==> src/rtl/fft_input_loader.sv <==
// Loads 32-sample frames from a valid/ready stream into the FFT sample RAM (port A).
// Define FFT_LOADER_BITREV_EN for bit-reversed write addresses; otherwise natural order.
module fft_input_loader #(
  parameter int DATA_W = 16,
  parameter int ADDR_W = 5
) (
  input  logic              clk,
  input  logic              rst_n,
  input  logic [DATA_W-1:0] in_data,
  input  logic              in_valid,
  output logic              in_ready,
  output logic              ram_en,
  output logic [ADDR_W-1:0] ram_addr,
  output logic [DATA_W-1:0] ram_din,
  output logic              frame_done,
  input  logic              frame_ack,
  output logic              busy
);

  typedef enum logic {LOAD, FULL} state_e;

  localparam logic [ADDR_W-1:0] LAST = '1;

  state_e              state_q;
  logic [ADDR_W-1:0]   count_q, count_d;
  logic [ADDR_W-1:0]   wr_addr;
  logic                ram_en_q, frame_done_q;
  logic [ADDR_W-1:0]   ram_addr_q;
  logic [DATA_W-1:0]   ram_din_q;
  logic                accept;

  assign in_ready = (state_q == LOAD);
  assign busy     = (state_q == FULL);
  assign accept   = in_valid && in_ready;
  assign count_d  = count_q + ADDR_W'(1);

`ifdef FFT_LOADER_BITREV_EN
  for (genvar i = 0; i < ADDR_W; i++) begin : g_rev
    assign wr_addr[i] = count_q[ADDR_W-1-i];
  end
`else
  assign wr_addr = count_q;
`endif

  // frame_done fires on the edge after the final write strobe, once the RAM
  // has captured the last sample; ram_en_q is only high in FULL right after entry.
  always_ff @(posedge clk or negedge rst_n) begin
    if (!rst_n) begin
      state_q      <= LOAD;
      count_q      <= '0;
      ram_en_q     <= 1'b0;
      ram_addr_q   <= '0;
      ram_din_q    <= '0;
      frame_done_q <= 1'b0;
    end else begin
      ram_en_q     <= accept;
      frame_done_q <= (state_q == FULL) && ram_en_q;
      if (accept) begin
        ram_addr_q <= wr_addr;
        ram_din_q  <= in_data;
        count_q    <= count_d;
      end
      case (state_q)
        LOAD: if (accept && count_q == LAST) state_q <= FULL;
        FULL: if (frame_ack) state_q <= LOAD;
        default: state_q <= LOAD;
      endcase
    end
  end

  assign ram_en     = ram_en_q;
  assign ram_addr   = ram_addr_q;
  assign ram_din    = ram_din_q;
  assign frame_done = frame_done_q;

endmodule

==> config.mk <==
export PLATFORM = sky130hd
export DESIGN_NAME = fft_input_loader
export DESIGN_NICKNAME = d
export VERILOG_FILES = /design/src/rtl/fft_input_loader.sv
export SDC_FILE = /design/constraint.sdc
export NUM_CORES = 1
export LEC_CHECK = 0
export CAP_MARGIN = 20
export CORE_ASPECT_RATIO = 0.7
export CORE_MARGIN = 2
export CORE_UTILIZATION = 46
export DETAILED_ROUTE_END_ITERATION = 6
export HOLD_SLACK_MARGIN = 0.15
export PLACE_DENSITY_LB_ADDON = 0.15
export SETUP_SLACK_MARGIN = 0.2
export SLEW_MARGIN = 15
export SYNTH_ARGS = -nofsm -noshare
export SYNTH_HDL_FRONTEND = slang
export SYNTH_SLANG_ARGS = --single-unit
==> constraint.sdc <==
create_clock -name clk -period 2.8 [get_ports clk]
set_input_delay 0.84 -clock clk [delete_from_list [all_inputs] [get_ports clk]]
set_output_delay 0.84 -clock clk [all_outputs]
set_load 0.1 [all_outputs]
==> impl_metrics.tcl <==
set metrics [dict create \
    dpl_cell_area_mm2 0.00161 \
    peakVddDrop_mv 0.660 \
    portBuffers 44 \
    grt_max_degree 30 \
    die_height_um 47.0 \
    finalHoldWorstSlack_ps 490 \
    syn-cell-area_mm2 0.00121 \
    hold_viol 0 \
    drive_gt1_share_pct 49.6 \
    first_global_vias 721 \
    start_kind "flop" \
    start_util_pct 48.9 \
    min_path_type "reg -> reg" \
    drv_slew 0 \
    h-tree-depth 2 \
    rsz0062_at_grt "false" \
    finClkSkew_ps 3.17 \
    cts_buffers 5 \
    path_cells "inv_1 -> buf_4" \
    layout-area-overhead-vs-synth_pct 42.3 \
    dp_hpwl_mm 1.37 \
    ff2ff_setup_slack_ps 1340 \
    setup_ws_ps 830 \
    status "finished, final reports clean" \
    cts_buffer_depth 2 \
    post-route-cell-area_mm2 0.00173 \
    p_comb_share_pct 47.6 \
    max_freq_ghz 0.508 \
    setup_viol 0 \
    critPathKind "reg -> out" \
    core.rowCount 15 \
    synth_warnings 0 \
    grt-ovfl-total 0 \
    p_sw_share_pct 45.9 \
    min-delay-start "ram_en" \
    endpoint_kind "output pin" \
    routedWlPerCell_um 13.3 \
    grtUsageTotal_pct 15.2 \
    p_int_mw 1.11 \
    nNetsFinal 140 \
    tritoncts "done" \
    worstPathRequired_ps 1960 \
    crit_slowest_cell "dfrtp_1" \
    ant_nets 0 \
    core_mm2 0.00248 \
    p_total_mw 2.04 \
    cp_num_buf_inv 2 \
    switchingPower_uw 939 \
    r2r_end "count_q[4]" \
    antenna_found_initial 0 \
    via_per_inst 4.72 \
    tightest_slew_ps 351 \
    maxCapViolCount 0 \
    drt_iter0_drc 43 \
    ys_ff_latch 29 \
    cts_sinks 29 \
    cp_top_family "flip-flops" \
    max_stage_delay_ps 430 \
    slew_headroom_pct 76.6 \
    crit_fanout 4 \
    n_antenna_cell 0 \
    die_area_mm2 0.00307 \
    min_to "frame_done" \
    seq_area_frac_synth_pct 59.9 \
    drt-pass1-iter-count 2 \
    fin_crit_sh_pct 70.4 \
    drt-total-wl_mm 2.03 \
    grt_first_pass_wirelength_mm 3.22 \
    synth_cell_types 16 \
    p_clk_share_pct 21.7 \
    worstReg2RegStart "count_q[0]" \
    power.leakage_nw 0.822 \
    setup_tns_ps 0 \
    fillCellCount 176 \
    avgSynthCellArea_um2 17.8 \
    cts_root_buf "clkbuf_8" \
    period_minus_slack_ps 1970 \
    gp_congestion 0.650 \
    cts_resized 0 \
    clk_latency_ps 280 \
    drc 0 \
    crit_arrival_ps 1130 \
    dp_slack_ps 591 \
    cts.clk_slew.worst_paths_ps 60 \
    powerDensity_mw_per_mm2 1180 \
    dr_total_vias 722 \
    num_io_pins 45 \
    postCtsHoldBufs 0 \
    postCtsSetupRepairBufs 0 \
    syn_inst 68 \
    synth_fp_nets 90 \
    seq_power_share_pct 30.8 \
    r2r_cells 4 \
    hold_depth 1 \
    die_w_um 65.4 \
]
## Yosys cell counts (all sizes together)
cell,count,area (um2)
and2,1,6.26
and3,1,6.26
buf,3,51.3
dfrtp,29,726
ha,2,25.0
inv,1,3.75
mux2,23,319
nand2,1,3.75
nand3,1,5.00
nand4,1,21.3
nor2b,1,13.8
o21ai,1,5.00
xnor2,2,17.5
xor2,1,8.76
## placed cells by master (no fill, tap or decap), types with 2 or more instances in the layout
master,count
dfrtp_1,29
clkbuf_8,6
mux2_4,16
xnor2_1,2
clkdlybuf4s50_1,19
mux2_2,7
buf_4,26
ha_1,2
## state kept, by name, indices dropped and copies added (netlist names)
signal / cells
busy: 1
count_q: 5
frame_done: 1
ram_addr: 5
ram_din: 16
ram_en: 1
## metal layers
layer / routed length, um / up-vias / track usage [%]
met5: 0 / - / 0
met4: 39 / 0 / 7.50
met3: 151 / 5 / 8.15
met2: 971 / 27 / 24.7
met1: 872 / 357 / 17.0
li1: - / 333 / -
## metrics by stage
stage | util (%) | std cells
floorplan | - | 68
global placement | 64.9 | 145
detailed placement | 64.9 | 145
CTS | 69.6 | 153
global route | 69.6 | 153
finish | 69.6 | 153
## cell families after synthesis
family | after synthesis | share of synthesized area, %
multiplexers | 23 | 26.3
buffers and inverters | 4 | 4.54
AND/OR/NAND/NOR | 6 | 4.64
AO/OA/AOI/OAI | 1 | 0.412
adder cells (fa/ha/maj) | 2 | 2.06
XOR/XNOR | 3 | 2.17
flip-flops | 29 | 59.9
## worst max-delay path by stage
| stage | cells past startpoint | end | start | slack [ps] |
|---|---|---|---|---|
| after floorplan | 1 | in_ready | busy | 290 |
| after global placement | 4 | ram_din[12] | in_valid | 630 |
| after detailed placement | 4 | ram_din[9] | in_valid | 590 |
| after CTS | 2 | in_ready | busy | 820 |
| after global routing | 2 | in_ready | busy | 790 |
| final | 2 | in_ready | busy | 830 |
## layout make-up
class,count,area [um2],share of cell area (%)
Sequential cell,29,726,42.1
Multi-Input combinational cell,35,432,25.0
Timing Repair Buffer,46,405,23.5
Clock buffer,7,86.3,5.00
Tap cell,34,42.5,2.47
Clock inverter,1,30.0,1.74
Inverter,1,3.75,0.218
## power groups by stage
stage,clock network (mW),registers [mW],logic (mW)
global placement,0,0.630,0.968
detailed placement,0,0.635,0.979
CTS,0.453,0.631,0.980
floorplan,0,1.18,0.232
finish,0.444,0.629,0.972
global route,0.470,0.644,1.01
(Power assumes the default switching activity.)
